**config.mk**
```make
export PLATFORM = sky130hd
export DESIGN_NAME = cp0_hilo
export DESIGN_NICKNAME = d
export VERILOG_FILES = /design/src/rtl/cp0_pkg.sv /design/src/rtl/cp0_hilo_intr_sync.sv /design/src/rtl/cp0_hilo.sv
export SDC_FILE = /design/constraint.sdc
export NUM_CORES = 1
export LEC_CHECK = 0
export BUFFER_PORTS_ARGS = -buffer_cell sky130_fd_sc_hd__buf_2
export CORE_UTILIZATION = 52
export CTS_CLUSTER_DIAMETER = 200
export DETAILED_ROUTE_END_ITERATION = 8
export GPL_TIMING_DRIVEN = 0
export PLACE_DENSITY = 0.77
export SYNTH_ARGS = -nofsm -noshare
export SYNTH_HDL_FRONTEND = slang
export SYNTH_SLANG_ARGS = --single-unit
```
**constraint.sdc**
```tcl
create_clock -name clk -period 2.3 [get_ports clk]
set_input_delay 0.46 -clock clk [delete_from_list [all_inputs] [get_ports clk]]
set_output_delay 0.46 -clock clk [all_outputs]
set_load 0.05 [all_outputs]
```
**src/rtl/cp0_pkg.sv**
```systemverilog
// Shared constants, state encoding and register packing helpers for cp0_hilo.
package cp0_pkg;

  // CP0 register numbers
  localparam logic [4:0] REG_BADVADDR = 5'd8;
  localparam logic [4:0] REG_STATUS   = 5'd12;
  localparam logic [4:0] REG_CAUSE    = 5'd13;
  localparam logic [4:0] REG_EPC      = 5'd14;
  localparam logic [4:0] REG_PRID     = 5'd15;

  // ExcCode values
  localparam logic [4:0] EXC_INT  = 5'd0;
  localparam logic [4:0] EXC_ADEL = 5'd4;
  localparam logic [4:0] EXC_ADES = 5'd5;

  // Status bit positions
  localparam int ST_IE    = 0;
  localparam int ST_EXL   = 1;
  localparam int ST_IM_LO = 8;
  localparam int ST_IM_HI = 15;

  // Cause bit positions
  localparam int CA_EXC_LO  = 2;
  localparam int CA_EXC_HI  = 6;
  localparam int CA_IPSW_LO = 8;
  localparam int CA_IPSW_HI = 9;
  localparam int CA_IPHW_LO = 10;
  localparam int CA_IPHW_HI = 15;

  typedef enum logic [0:0] {
    RUN   = 1'b0,
    FLUSH = 1'b1
  } cp0_state_e;

  // Assemble the architectural Status word; unimplemented bits read as zero.
  function automatic logic [31:0] status_word(input logic [7:0] im,
                                              input logic exl,
                                              input logic ie);
    logic [31:0] w;
    w = 32'd0;
    w[ST_IM_HI:ST_IM_LO] = im;
    w[ST_EXL] = exl;
    w[ST_IE] = ie;
    return w;
  endfunction

  // Assemble the architectural Cause word; unimplemented bits read as zero.
  function automatic logic [31:0] cause_word(input logic [5:0] ip_hw,
                                             input logic [1:0] ip_sw,
                                             input logic [4:0] exc_code);
    logic [31:0] w;
    w = 32'd0;
    w[CA_IPHW_HI:CA_IPHW_LO] = ip_hw;
    w[CA_IPSW_HI:CA_IPSW_LO] = ip_sw;
    w[CA_EXC_HI:CA_EXC_LO] = exc_code;
    return w;
  endfunction

endpackage

```
**src/rtl/cp0_hilo_intr_sync.sv**
```systemverilog
// Two-flop synchroniser for the six asynchronous external interrupt lines.
module intr_sync (
  input  logic       clk,
  input  logic       rst,
  input  logic [5:0] d,
  output logic [5:0] q
);

  logic [5:0] stage1_r;
  logic [5:0] stage2_r;

  // Shift the raw lines through two flops so Cause only ever sees settled values.
  always_ff @(posedge clk) begin
    if (!rst) begin
      stage1_r <= 6'd0;
      stage2_r <= 6'd0;
    end else begin
      stage1_r <= d;
      stage2_r <= stage1_r;
    end
  end

  assign q = stage2_r;

endmodule

```
**src/rtl/cp0_hilo.sv**
```systemverilog
// CP0 (Status/Cause/EPC/BadVAddr/PRId) and HI/LO registers with exception,
// interrupt and eret arbitration and a registered one-cycle PC redirect.
module cp0_hilo
  import cp0_pkg::*;
#(
  parameter logic [31:0] EXC_VECTOR = 32'h0000_0040,
  parameter logic [31:0] PRID       = 32'h0000_5500
) (
  input  logic        clk,
  input  logic        rst,
  input  logic        mtc0,
  input  logic        mfc0,
  input  logic        mthi,
  input  logic        mfhi,
  input  logic        mtlo,
  input  logic        mflo,
  input  logic        c0_eret,
  input  logic [4:0]  reg_d,
  input  logic [31:0] rt2cp0,
  input  logic [31:0] rs2hilo,
  input  logic        add_err,
  input  logic        mem_wr,
  input  logic [31:0] bad_addr,
  input  logic [31:0] epc_pc,
  input  logic [5:0]  intr,
  output logic [31:0] rdfcp0,
  output logic        redirect_valid,
  output logic [31:0] redirect_pc,
  output logic        in_handler
);

  cp0_state_e  state_r;
  logic        redirect_valid_r;
  logic [31:0] redirect_pc_r;

  logic [7:0]  im_r;
  logic        exl_r;
  logic        ie_r;
  logic [1:0]  ip_sw_r;
  logic [4:0]  exc_code_r;
  logic [31:0] epc_r;
  logic [31:0] badvaddr_r;
  logic [31:0] hi_r;
  logic [31:0] lo_r;

  logic [5:0]  ip_hw_s;
  logic [31:0] status_word_s;
  logic [31:0] cause_word_s;
  logic        int_pend_s;
  logic        take_exc_s;
  logic        take_eret_s;
  logic        wr_c0_s;
  logic        wr_hilo_s;
  logic [4:0]  exc_code_s;
  logic [31:0] rdata_s;

  intr_sync u_intr_sync (
    .clk (clk),
    .rst (rst),
    .d   (intr),
    .q   (ip_hw_s)
  );

  assign status_word_s = status_word(im_r, exl_r, ie_r);
  assign cause_word_s  = cause_word(ip_hw_s, ip_sw_r, exc_code_r);
  assign int_pend_s    = (|({ip_hw_s, ip_sw_r} & im_r)) & ie_r & ~exl_r;

  // Arbitrate this cycle's events; everything is dropped while flushing the wrong path.
  always_comb begin
    take_exc_s  = 1'b0;
    take_eret_s = 1'b0;
    wr_c0_s     = 1'b0;
    wr_hilo_s   = 1'b0;
    exc_code_s  = EXC_INT;
    if (state_r == RUN) begin
      if (add_err) begin
        take_exc_s = 1'b1;
        exc_code_s = mem_wr ? EXC_ADES : EXC_ADEL;
      end else if (int_pend_s) begin
        take_exc_s = 1'b1;
        exc_code_s = EXC_INT;
      end else if (c0_eret) begin
        // eret drops a same-cycle mtc0 but lets HI/LO writes through
        take_eret_s = 1'b1;
        wr_hilo_s   = 1'b1;
      end else begin
        wr_c0_s   = mtc0;
        wr_hilo_s = 1'b1;
      end
    end else begin
      take_exc_s  = 1'b0;
      take_eret_s = 1'b0;
      wr_c0_s     = 1'b0;
      wr_hilo_s   = 1'b0;
      exc_code_s  = EXC_INT;
    end
  end

  // RUN/FLUSH sequencing and the registered redirect pulse.
  always_ff @(posedge clk) begin
    if (!rst) begin
      state_r          <= RUN;
      redirect_valid_r <= 1'b0;
      redirect_pc_r    <= 32'd0;
    end else begin
      case (state_r)
        RUN: begin
          if (take_exc_s) begin
            state_r          <= FLUSH;
            redirect_valid_r <= 1'b1;
            redirect_pc_r    <= EXC_VECTOR;
          end else if (take_eret_s) begin
            state_r          <= FLUSH;
            redirect_valid_r <= 1'b1;
            redirect_pc_r    <= epc_r;
          end else begin
            state_r          <= RUN;
            redirect_valid_r <= 1'b0;
          end
        end
        FLUSH: begin
          state_r          <= RUN;
          redirect_valid_r <= 1'b0;
        end
        default: begin
          state_r          <= RUN;
          redirect_valid_r <= 1'b0;
        end
      endcase
    end
  end

  // CP0 register updates: exception capture beats eret, which beats mtc0.
  always_ff @(posedge clk) begin
    if (!rst) begin
      im_r       <= 8'd0;
      exl_r      <= 1'b0;
      ie_r       <= 1'b0;
      ip_sw_r    <= 2'd0;
      exc_code_r <= 5'd0;
      epc_r      <= 32'd0;
      badvaddr_r <= 32'd0;
    end else if (take_exc_s) begin
      epc_r      <= epc_pc;
      exl_r      <= 1'b1;
      exc_code_r <= exc_code_s;
      if (add_err) begin
        badvaddr_r <= bad_addr;
      end
    end else if (take_eret_s) begin
      exl_r <= 1'b0;
    end else if (wr_c0_s) begin
      case (reg_d)
        REG_STATUS: begin
          im_r  <= rt2cp0[ST_IM_HI:ST_IM_LO];
          exl_r <= rt2cp0[ST_EXL];
          ie_r  <= rt2cp0[ST_IE];
        end
        REG_CAUSE: ip_sw_r <= rt2cp0[CA_IPSW_HI:CA_IPSW_LO];
        REG_EPC:   epc_r   <= rt2cp0;
        default:   ;
      endcase
    end
  end

  // HI/LO writes; both may land in the same cycle.
  always_ff @(posedge clk) begin
    if (!rst) begin
      hi_r <= 32'd0;
      lo_r <= 32'd0;
    end else if (wr_hilo_s) begin
      if (mthi) begin
        hi_r <= rs2hilo;
      end
      if (mtlo) begin
        lo_r <= rs2hilo;
      end
    end
  end

  // Zero-latency read mux, mfc0 over mfhi over mflo; returns pre-write values.
  always_comb begin
    rdata_s = 32'd0;
    if (mfc0) begin
      case (reg_d)
        REG_BADVADDR: rdata_s = badvaddr_r;
        REG_STATUS:   rdata_s = status_word_s;
        REG_CAUSE:    rdata_s = cause_word_s;
        REG_EPC:      rdata_s = epc_r;
        REG_PRID:     rdata_s = PRID;
        default:      rdata_s = 32'd0;
      endcase
    end else if (mfhi) begin
      rdata_s = hi_r;
    end else if (mflo) begin
      rdata_s = lo_r;
    end else begin
      rdata_s = 32'd0;
    end
  end

  assign rdfcp0         = rdata_s;
  assign redirect_valid = redirect_valid_r;
  assign redirect_pc    = redirect_pc_r;
  assign in_handler     = exl_r;

endmodule

```
* Yosys cells after proc, flatten, opt, wreduce, memory -nomap -nowiden
Cells that the tools add are included.
** Word-level totals
- Register bits after elaboration :: 190
- Bits in latches :: 0
- Input port bits :: 150
- Memories kept :: 0
- Bits in writable memories :: 0
- Word-level logic and storage cells :: 74
- ROM bits :: 0
- Output and inout bits :: 66
** Operators by class
- Shift operators :: 0
- Add/sub/neg operators :: 0
- Order comparisons :: 0
- Equality and inequality tests :: 6
- Mux-type cells :: 34
- Reductions and logical operators :: 14
- Divide/modulo/power cells :: 0
- Bitwise gates (word level) :: 7
- Multiply operators :: 0
** Operators with widths (count)
- 32-bit 2-to-1 mux :: 9
- 32-bit case mux with 5 select lines :: 1
- 5-bit by 4-bit == test with 1-bit output (second input constant) :: 5
- 1-bit 2-to-1 mux :: 21
- 2-bit AND reduction :: 5
- 8-bit bitwise AND :: 1
- 4-bit AND reduction :: 2
- 8-bit OR reduction :: 1
- 2-bit nonzero test :: 3
- 3-bit nonzero test :: 2
- 5-bit 2-to-1 mux :: 1
- 1-bit inverter :: 4
- 3-bit 2-to-1 mux :: 1
- 3-bit AND reduction :: 1
- 1-bit bitwise AND :: 2
- 2-bit inequality test (second input constant) :: 1
- 1-bit case mux with 2 select lines :: 1

* Longest topological paths before layout
Gate-level depths: netlist (run 1).
- Depth in word-level cells :: 10
- Gate-level depth with buffers :: 9
- Mapped depth without buffers :: 5

* Cells and area by module
A second synthesis (run 1) with hierarchy kept.
** Second synthesis, totals
- Cells, all modules :: 1015
- Area, all modules :: 7875.1 um2
** By module, submodules not included
- cp0_hilo :: cells an instance 990, times used 1, area an instance 7538.5 um2, sequential area each 3503.4 um2
- intr_sync :: cells an instance 25, times used 1, area an instance 336.6 um2, sequential area each 240.2 um2

* Worst setup path before layout (run 1)
Ideal clock, no wire load.
- Path type :: input port to output port
- Start point :: in reg_d[4]
- End point :: out rdfcp0[2]
- Data required time :: 1.840 ns
- Stages :: 5
- Data arrival time :: 2.360 ns
- Setup slack :: -0.520 ns
- Buffers on the path :: 1
- Path through :: nor4b_1 nor2b_1 clkbuf_1 a222oi_1 o22ai_1
** Between the ends
- Word-level cells in the longest chain between the ends :: 3
- Elaborated cells between the ends (all ways) :: 7
- Classes of those cells :: eq/ne (5); mux (2)
** RTL lines
- start: declaration :: line cp0_hilo.sv:18 : input logic [4:0] reg_d,
- 5-bit by 4-bit == test with 1-bit output :: line cp0_hilo.sv:185 : case (reg_d)
- 32-bit case mux with 5 select lines * :: line cp0_hilo.sv:185
- 32-bit 2-to-1 mux * :: line cp0_hilo.sv:184 : if (mfc0) begin
- end: declaration :: line cp0_hilo.sv:26 : output logic [31:0] rdfcp0,
Every way passes the cells marked *; elsewhere a longest branch is shown, timed or not.

* Worst setup path after layout (run 1)
- Start point :: in reg_d[4]
- End point :: out rdfcp0[19]
Same word-level chain as after synthesis.

==> results.tsv, run 1 <==
metric	value	unit
status	finished, violations left	
violations	design-rule violations, negative setup slack	
p_int	0.00545	W
synthCells	1016	
seqPwrFrac	46.0	%
grt_antenna_before_repair	1	
synthesis.nets	1166	
worstPathArrival	1950	ps
fmax	415	MHz
final_max_slew_viol_count	0	
cp_max_fo	5	
wl	27.0	mm
layout.nets	1412	
power_density	702	nW/um2
area_delta_synth_final	38.8	%
grt_usage	34.4	%
ant_nets	0	
hold_viol	0	
crit_type	input pin to primary output	
final_cell_mix	nand2_1 (293), buf_2 (193), dfxtp_1 (187)	
rows	44	
max_cap_viol_count	0	
wire_per_inst	18.5	um
drive_gt1_share	29.6	%
grt_pass1_wl	41.9	mm
initial_core_util	53.8	%
setup_violations	28	
dr.pass1.iters	7	
cts.clk_slew.worst_paths	70	ps
tritoncts	yes	
rsz0062_at_grt	yes	
whs	216	ps
slew_headroom	58.7	%
ys_ff_latch	187	
layout.cells.non_filler	1460	
design.die.area	15600	um2
tightest_slew	619	ps
period_share	105	%
place_congestion	0.874	
fillCellCount	1087	
finClkSkew	10.0	ps
p_clk_share	39.9	%
final_common_cell	nand2_1	
placed_cells	1412	
num_io_pins	216	
syn_area_per_cell	7.75	um2
htree_levels	4	
r2r_cells	7	
p_sw	0.00223	W
vias	8386	
ys_seq_area_share	47.5	%
chipWidth	125	um
core_area	14600	um2
grt_pass1_vias	8023	
netSwitchingFraction	29.1	%
setup_ws	-111	ps
fin_crit	2410	ps
worstSkewPairLatency	440	ps
synth.cell_area	7880	um2
grt_max_degree	19	
total_power	0.00768	W
cts_sinks	187	
viasPerCell	5.74	
dp_hpwl	19.2	mm
critPathRequiredTime	1840	ps
cp-end-kind	primary output	
worstHoldPathType	input pin to flop	
worstSetupStartpointType	input pin	
drtIter0Drc	780	
dieHeight	125	um
drc	20	
irDropWorstVdd	644	uV
p_leak	4.31	nW
final_area	10900	um2
whs_path_depth	2	
combPwrFrac	14.1	%
synthDistinctLibCells	39	
root_buffer	clkbuf_16	
cts_buffers	17	
ys_warn_count	0	
utilization	74.6	%
io_buffers	212	
clk_path_buf_depth	2	
overflow	0	
placedInstanceArea	9620	um2
cell usage after synthesis:
cell type / instances / share of area (%)
buf_6: 6 / 0.86
a221oi_1: 1 / 0.11
inv_1: 5 / 0.24
and3_1: 3 / 0.24
o221a_2: 4 / 0.57
a31oi_1: 31 / 2.5
nor3b_1: 1 / 0.095
nand2b_1: 1 / 0.079
a221o_1: 1 / 0.13
o22ai_1: 32 / 2.5
o21ai_2: 2 / 0.22
o2111ai_1: 1 / 0.11
nor2b_1: 4 / 0.32
dfxtp_1: 187 / 48
nor4b_1: 1 / 0.11
a21oi_1: 134 / 8.5
and3b_1: 2 / 0.22
clkbuf_1: 58 / 2.8
o21ai_0: 9 / 0.57
inv_2: 1 / 0.048
mux2_2: 4 / 0.57
buf_1: 4 / 0.19
o311a_1: 1 / 0.13
and2_1: 14 / 1.1
nand2_1: 293 / 14
o31ai_2: 1 / 0.16
a222oi_1: 4 / 0.51
a31oi_2: 1 / 0.16
a22oi_1: 56 / 5.3
and4_1: 2 / 0.22
o41a_1: 1 / 0.14
nor2_1: 81 / 3.9
o21ai_1: 27 / 1.7
buf_4: 3 / 0.29
a22o_1: 4 / 0.44
o41ai_2: 1 / 0.21
mux2i_1: 16 / 2.0
nand3_1: 3 / 0.19
buf_2: 16 / 1.0
worst paths after layout:
path,start,end,slack [ps]
setup / recovery,reg_d[4],rdfcp0[19],-110
hold / removal,intr[1],u_intr_sync.stage1_r[1]$_SDFF_PN0_,220
hold reg to reg,u_intr_sync.stage1_r[0]$_SDFF_PN0_,u_intr_sync.q[0]$_SDFF_PN0_,430
setup reg to reg,im_r[0]$_SDFFE_PN0P_,epc_r[9]$_SDFFE_PN0P_,70
state kept, by name, indices dropped and copies added (netlist names):
| signal | count |
|---|---|
| im_r | 8 |
| hi_r | 32 |
| ip_sw_r | 2 |
| u_intr_sync.stage1_r | 6 |
| lo_r | 32 |
| redirect_pc | 32 |
| in_handler | 1 |
| epc_r | 32 |
| badvaddr_r | 32 |
| redirect_valid | 1 |
| exc_code_r | 2 |
| ie_r | 1 |
| u_intr_sync.q | 6 |
per-layer routing:
layer | track usage, % | up-vias | share of wire, % | wire (um)
met5 | 0 | - | 0 | 0
met4 | 13.1 | 0 | 2.8 | 763
met3 | 9.07 | 68 | 8.3 | 2230
met2 | 56.5 | 412 | 48 | 12900
met1 | 43.3 | 3907 | 41 | 11200
li1 | - | 3999 | - | -
per-stage QoR:
step	setup WS (ps)	TNS, ps
5_1_grt	-142	-2880
3_5_place_dp	-636	-24620
2_1_floorplan	-8.62	-137
6_report	-111	-1530
3_3_place_gp	-610	-23180
4_1_cts	-55.9	-612
critical path, cell delays in order:
cell       delay [ps]
buf_8             100
nor4b_4           300
nor2b_4           310
buf_12            140
clkbuf_16         130
a22oi_2            90
o22ai_4           200
buf_6             200
cell type report:
class	count	area (um2)	share of cell area [%]
antenna	1	2.50	0.0229
buffer	85	543	4.97
clock buffer	18	429	3.93
clock inverter	14	176	1.61
inverter	6	22.5	0.206
multi-input combinational	736	4310	39.4
sequential	187	3740	34.2
tap	184	230	2.11
timing repair buffer	229	1470	13.5
cell families after synthesis:
| family | synth area share (%) |
|---|---|
| DFF | 47.5 |
| and+or+nand+nor | 20.4 |
| AOI/OAI and AO/OA | 24.0 |
| buffers and inverters | 5.40 |
| muxes | 2.61 |
power by group through the flow:
| stage | logic, W | clock network (W) | registers (W) |
|---|---|---|---|
| floorplan | 0.000591 | 0 | 0.00360 |
| global placement | 0.000977 | 0 | 0.00358 |
| detailed placement | 0.000989 | 0 | 0.00359 |
| CTS | 0.00106 | 0.00305 | 0.00352 |
| global route | 0.00117 | 0.00321 | 0.00354 |
| finish | 0.00109 | 0.00306 | 0.00353 |
timing repair:
item	CTS	global route
resized for setup	129	18
hold buffers	0	0
endpoints found under the setup margin	143	95
cloned	5	0
pin swaps	17	11
buffers inserted	8	4
No activity file was read; power rests on OpenSTA's default activity.
==> run 2: changes to the inputs <==
--- a/config.mk
+++ b/config.mk
@@ -5,12 +5,13 @@
 export SDC_FILE = /design/constraint.sdc
 export NUM_CORES = 1
 export LEC_CHECK = 0
+export ABC_AREA = 1
 export BUFFER_PORTS_ARGS = -buffer_cell sky130_fd_sc_hd__buf_2
-export CORE_UTILIZATION = 52
-export CTS_CLUSTER_DIAMETER = 200
+export CORE_UTILIZATION = 53
+export CTS_CLUSTER_DIAMETER = 30
 export DETAILED_ROUTE_END_ITERATION = 8
 export GPL_TIMING_DRIVEN = 0
-export PLACE_DENSITY = 0.77
+export PLACE_DENSITY = 0.78
 export SYNTH_ARGS = -nofsm -noshare
 export SYNTH_HDL_FRONTEND = slang
 export SYNTH_SLANG_ARGS = --single-unit
==> run 2 against run 1 <==
The run now ends clean. Via count increased by 11%. Wire length increased by 6.0%. Sequential cell count unchanged. Clock power increased by 9.8%. First-iteration DRC count increased by 35%. Critical path depth decreased by 1. Largest cell class unchanged. Highest routed layer unchanged.
==> results.tsv, run 2 <==
metric	value	unit
finClkSkew	7.31	ps
cp_max_fo	10	
core_area	15300	um2
dieHeight	127	um
critPathRequiredTime	1840	ps
yosysMostFrequentCell	nand2_1	
grt_pass1_vias	8513	
utilization	70.0	%
p_leak	4.61	nW
max_cap_viol_count	0	
design.die.area	16200	um2
syn_area_per_cell	7.08	um2
cts.clk_slew.worst_paths	70	ps
total_power	0.00811	W
fin_crit	2260	ps
synth_common_cells	nand2_1 (211), dfxtp_1 (187), o21ai_0 (161)	
vias	9285	
rows	45	
viasPerCell	5.70	
place_congestion	0.956	
ctsHoldBuffers	0	
async_reset_ff_share	0	%
synthDistinctLibCells	26	
yosys.area.top_type	dfxtp_1	
drc	0	
slew_headroom	51.2	%
io_buffers	212	
crit_type	input pin to primary output	
synth_edf_count	0	
setup_violations	0	
overflow	0	
chipWidth	127	um
wl	28.6	mm
final_common_cell	nand2_1	
initial_core_util	54.4	%
tritoncts	yes	
fmax	443	MHz
ant_nets	0	
htree_levels	4	
grt_max_degree	17	
synth.cell_area	8300	um2
worstHoldPathType	input pin to flop	
multi_input_area	4110	um2
final-seq-area	3740	um2
irDropWorstVdd	612	uV
ys_warn_count	0	
cp-end-kind	primary output	
synth_top_area_share	45.1	%
drive_gt1_share	23.8	%
final_max_slew_viol_count	0	
power_density	760	nW/um2
rsz0062_at_grt	yes	
grt_antenna_before_repair	0	
wire_per_inst	17.6	um
ys_ff_latch	187	
area_delta_synth_final	28.7	%
fillCellCount	1334	
grt_usage	35.2	%
dr.pass1.iters	7	
grt_pass1_wl	43.8	mm
tightest_slew	731	ps
ys_seq_area_share	45.1	%
layout.nets	1555	
dp_hpwl	20.5	mm
num_io_pins	216	
ys.flop_type	dfxtp_1	
drtIter0Drc	1056	
root_buffer	clkbuf_16	
insertedDiodeCount	0	
clk_path_buf_depth	2	
synthCells	1173	
synthTopCellsByArea	dfxtp_1 (45%), o21ai_0 (9.7%), nand2_1 (9.5%)	
hold_viol	0	
cts_buffers	17	
final_cell_mix	nand2_1 (208), buf_2 (207), dfxtp_1 (187)	
worstSetupStartpointType	input pin	
worstPathArrival	1800	ps
status	complete, no violations	
synthesis.nets	1323	
cts_sinks	187	
worstSkewPairLatency	440	ps
period_share	98.1	%
run 2: cell types whose count changed after synthesis, moves of 13 or more:
cell     previous run  this run
a22oi_1            56         0
nor2_1             81       127
and2_1             14         0
inv_1               5        57
o21ai_0             9       161
o22ai_1            32         5
a21oi_1           134       147
nand2_1           293       211
o21ai_1            27        12
nand3_1             3       114
a31oi_1            31         0
a32o_1              0        20
mux2i_1            16         0
run 2: worst paths after layout:
| path | from | endpoint | slack (ps) | depth (start not counted) |
|---|---|---|---|---|
| worst max-delay path | mflo | rdfcp0[11] | 40 | 7 |
| worst min-delay path | intr[4] | u_intr_sync.stage1_r[4]$_SDFF_PN0_ | 210 | 3 |
| worst max register to register | im_r[7]$_SDFFE_PN0P_ | epc_r[25]$_SDFFE_PN0P_ | 200 | 12 |
| worst min register to register | u_intr_sync.stage1_r[4]$_SDFF_PN0_ | u_intr_sync.q[4]$_SDFF_PN0_ | 420 | 2 |
run 2: area by class of cell:
cell class                      instances  share of cell area (%)
Clock buffer                           17                    3.98
Timing Repair Buffer                  213                    11.3
Buffer                                 94                    4.24
Tap cell                              211                    2.47
Multi-Input combinational cell        832                    38.4
Clock inverter                         15                    2.30
Sequential cell                       187                    35.1
Inverter                               60                    2.18
run 2: stage by stage:
| stage | hold WS [ps] | instance area, um2 | setup TNS (ps) | instances | worst slack, ps |
|---|---|---|---|---|---|
| 3_3_place_gp | 405 | 9670 | -9210 | 1596 | -359 |
| 3_5_place_dp | 403 | 9670 | -9330 | 1596 | -355 |
| 5_1_grt | 224 | 10700 | -38.6 | 1629 | -29.3 |
| 6_report | 206 | 10700 | 0 | 1629 | 43.3 |
| 2_1_floorplan | 390 | 8350 | -96.4 | 1173 | -96.4 |
| 4_1_cts | 206 | 10500 | -47.9 | 1628 | -23.6 |
run 2: worst max-delay path, stage by stage:
cell and delay, ps:
buf_2 190, inv_1 170, buf_2 240, o21ai_0 190
o211ai_1 140, o21ai_1 130, clkbuf_4 260
run 2: routing by layer:
layer  GRT usage (%)  vias to the layer above  share of wire, %
li1                -                     4448                 -
met1            47.0                     4285                42
met2            56.5                      468                46
met3            5.40                       84               8.0
met4            16.0                        0               3.9
met5               0                        -                 0
run 2: cell families (layout without fill, tap and decap cells):
family | count (synthesis) | in the layout | share of synthesized area, %
AO/OA/AOI/OAI | 362 | 362 | 23.8
AND/OR/NAND/NOR | 470 | 470 | 23.6
flip-flops | 187 | 187 | 45.1
buffers and inverters | 154 | 399 | 7.52
run 2: power breakdown:
part	switching [W]	leakage, nW	internal [W]
logic	0.000829	2.77	0.000395
registers	0.000118	1.53	0.00342
clock network	0.00132	0.312	0.00204
total	0.00226	4.61	0.00585
run 2: timing repair:
action                                  4_1_cts  5_1_grt
resized for setup                            54       70
endpoints found under the setup margin       32       32
buffers inserted                              0        0
gates cloned                                  0        1
endpoints found under the hold margin         0        0
pin swaps                                     1        2
==> run 3: changes to the inputs <==
--- a/config.mk
+++ b/config.mk
@@ -11,7 +11,7 @@
 export CTS_CLUSTER_DIAMETER = 30
 export DETAILED_ROUTE_END_ITERATION = 8
 export GPL_TIMING_DRIVEN = 0
-export PLACE_DENSITY = 0.78
+export PLACE_DENSITY = 0.87
 export SYNTH_ARGS = -nofsm -noshare
 export SYNTH_HDL_FRONTEND = slang
 export SYNTH_SLANG_ARGS = --single-unit
==> run 3 against run 2 <==
Worst setup slack got worse by 36 ps. Combinational power about the same. Wire length decreased by 2.4%. Clock power decreased by 10%. Global-route usage decreased by 0.81 points. Maximum frequency decreased by 1.6%. Register-to-register slack improved by 60 ps. Non-clock buffer count decreased by 1. Clock skew increased by 1.9 ps. Sequential cell count unchanged. First-iteration DRC count decreased by 3.0%. Via count increased by 1.8%. Critical path type unchanged. Critical endpoint is now rdfcp0[4]. Highest routed layer unchanged.
==> results.tsv, run 3 (same netlist as run 2, synthesis figures left out) <==
metric	value	unit
status	complete, no violations	
wl	28.0	mm
final_cell_mix	nand2_1 (209), buf_2 (209), dfxtp_1 (187)	
grt_antenna_before_repair	0	
wire_per_inst	17.2	um
irDropWorstVdd	684	uV
tightest_slew	647	ps
layout.cells.non_filler	1628	
placed_cells	1596	
dp_hpwl	20.5	mm
ant_nets	0	
cts_sinks	187	
tritoncts	yes	
clk_path_buf_depth	2	
root_buffer	clkbuf_16	
initial_core_util	54.4	%
dr.pass1.iters	5	
grt_pass1_wl	43.4	mm
cts_buffers	17	
drtIter0Drc	1024	
fin_crit	2290	ps
drc	0	
max_cap_viol_count	0	
critPathSlowestCell	buf_4	
viasPerCell	5.81	
chipWidth	127	um
grt_usage	34.4	%
power_density	740	nW/um2
critPathMaxStageDelay	220	ps
worstSetupStartpointType	input pin	
worstPathArrival	1830	ps
critPathRequiredTime	1840	ps
crit_chain	buf_2 > nor3_1 > nand3_1 > inv_2 > buf_4 > nand2_1 > nand3_1 > nand2_1 > o21ai_1 > buf_6	
core_area	15300	um2
total_power	0.00776	W
drive_gt1_share	22.7	%
area_delta_synth_final	26.5	%
slew_headroom	56.9	%
place_congestion	0.959	
rsz0062_at_grt	yes	
rows	45	
cp-end-kind	primary output	
htree_levels	4	
cts.clk_slew.worst_paths	60	ps
cts_setup_buffers	0	
grt_max_degree	17	
vias	9455	
whs	215	ps
period_share	99.7	%
p_leak	4.54	nW
setup_violations	0	
grt_pass1_vias	8803	
overflow	0	
worstHoldPathType	input pin to flop	
final_max_slew_viol_count	0	
num_io_pins	216	
cp_max_fo	10	
crit_type	input pin to primary output	
ctsHoldBuffers	0	
insertedDiodeCount	0	
finClkSkew	9.19	ps
layout.nets	1554	
io_buffers	212	
dieHeight	127	um
hold_viol	0	
design.die.area	16200	um2
worstSkewPairLatency	440	ps
fmax	436	MHz
==> run 3: final timing paths <==
path / startpoint / end / slack [ps] / cells past startpoint
min: intr[3] / u_intr_sync.stage1_r[3]$_SDFF_PN0_ / 210 / 3
min reg2reg: u_intr_sync.stage1_r[3]$_SDFF_PN0_ / u_intr_sync.q[3]$_SDFF_PN0_ / 420 / 2
max: reg_d[4] / rdfcp0[4] / 8 / 10
max reg2reg: u_intr_sync.q[5]$_SDFF_PN0_ / lo_r[22]$_SDFFE_PN0P_ / 260 / 11
==> run 3: report_power, final <==
group	switching [W]	internal, W	total (W)
Clock	0.00131	0.00172	0.00302
Combinational	0.000822	0.000385	0.00121
Sequential	0.000116	0.00342	0.00353
==> run 3: routing by layer <==
layer  vias up  wire length (um)  GRT usage, %  part of all wire [%]
li1       4430                 -             -                     -
met4         0              1360          18.8                   4.9
met2       577             12400          53.8                    44
met5         -                 0             0                     0
met3       107              2750          7.66                   9.8
met1      4341             11400          44.3                    41
==> run 3: metrics by stage <==
step | utilization [%] | worst slack, ps | setup TNS [ps] | instance area [um2]
finish | 68.8 | 7.60 | 0 | 10500
global route | 68.8 | -31.8 | -213 | 10500
global placement | 63.4 | -323 | -8310 | 9670
floorplan | - | -96.4 | -96.4 | 8350
CTS | 68.2 | 0.802 | 0 | 10400
detailed placement | 63.4 | -428 | -9750 | 9670
==> run 3: worst max-delay path, delay by kind of cell <==
family,cells,cell delay (ps)
buffers and inverters,4,700
AND/OR/NAND/NOR,5,500
AO/OA/AOI/OAI,1,170
==> run 3: what timing repair did <==
action,in CTS,in global routing
gates resized for setup,51,39
pin swaps,0,0
setup endpoints to repair,32,32
==> run 3: final cells by class <==
type	instances	area [um2]
plain buffers	94	440
flip-flops and latches	187	3740
clock inverters	13	170
clock buffers	19	433
multi-input cells	832	4060
well taps	211	264
fillers	1309	4760
inverters	60	230
repair buffers	212	1150
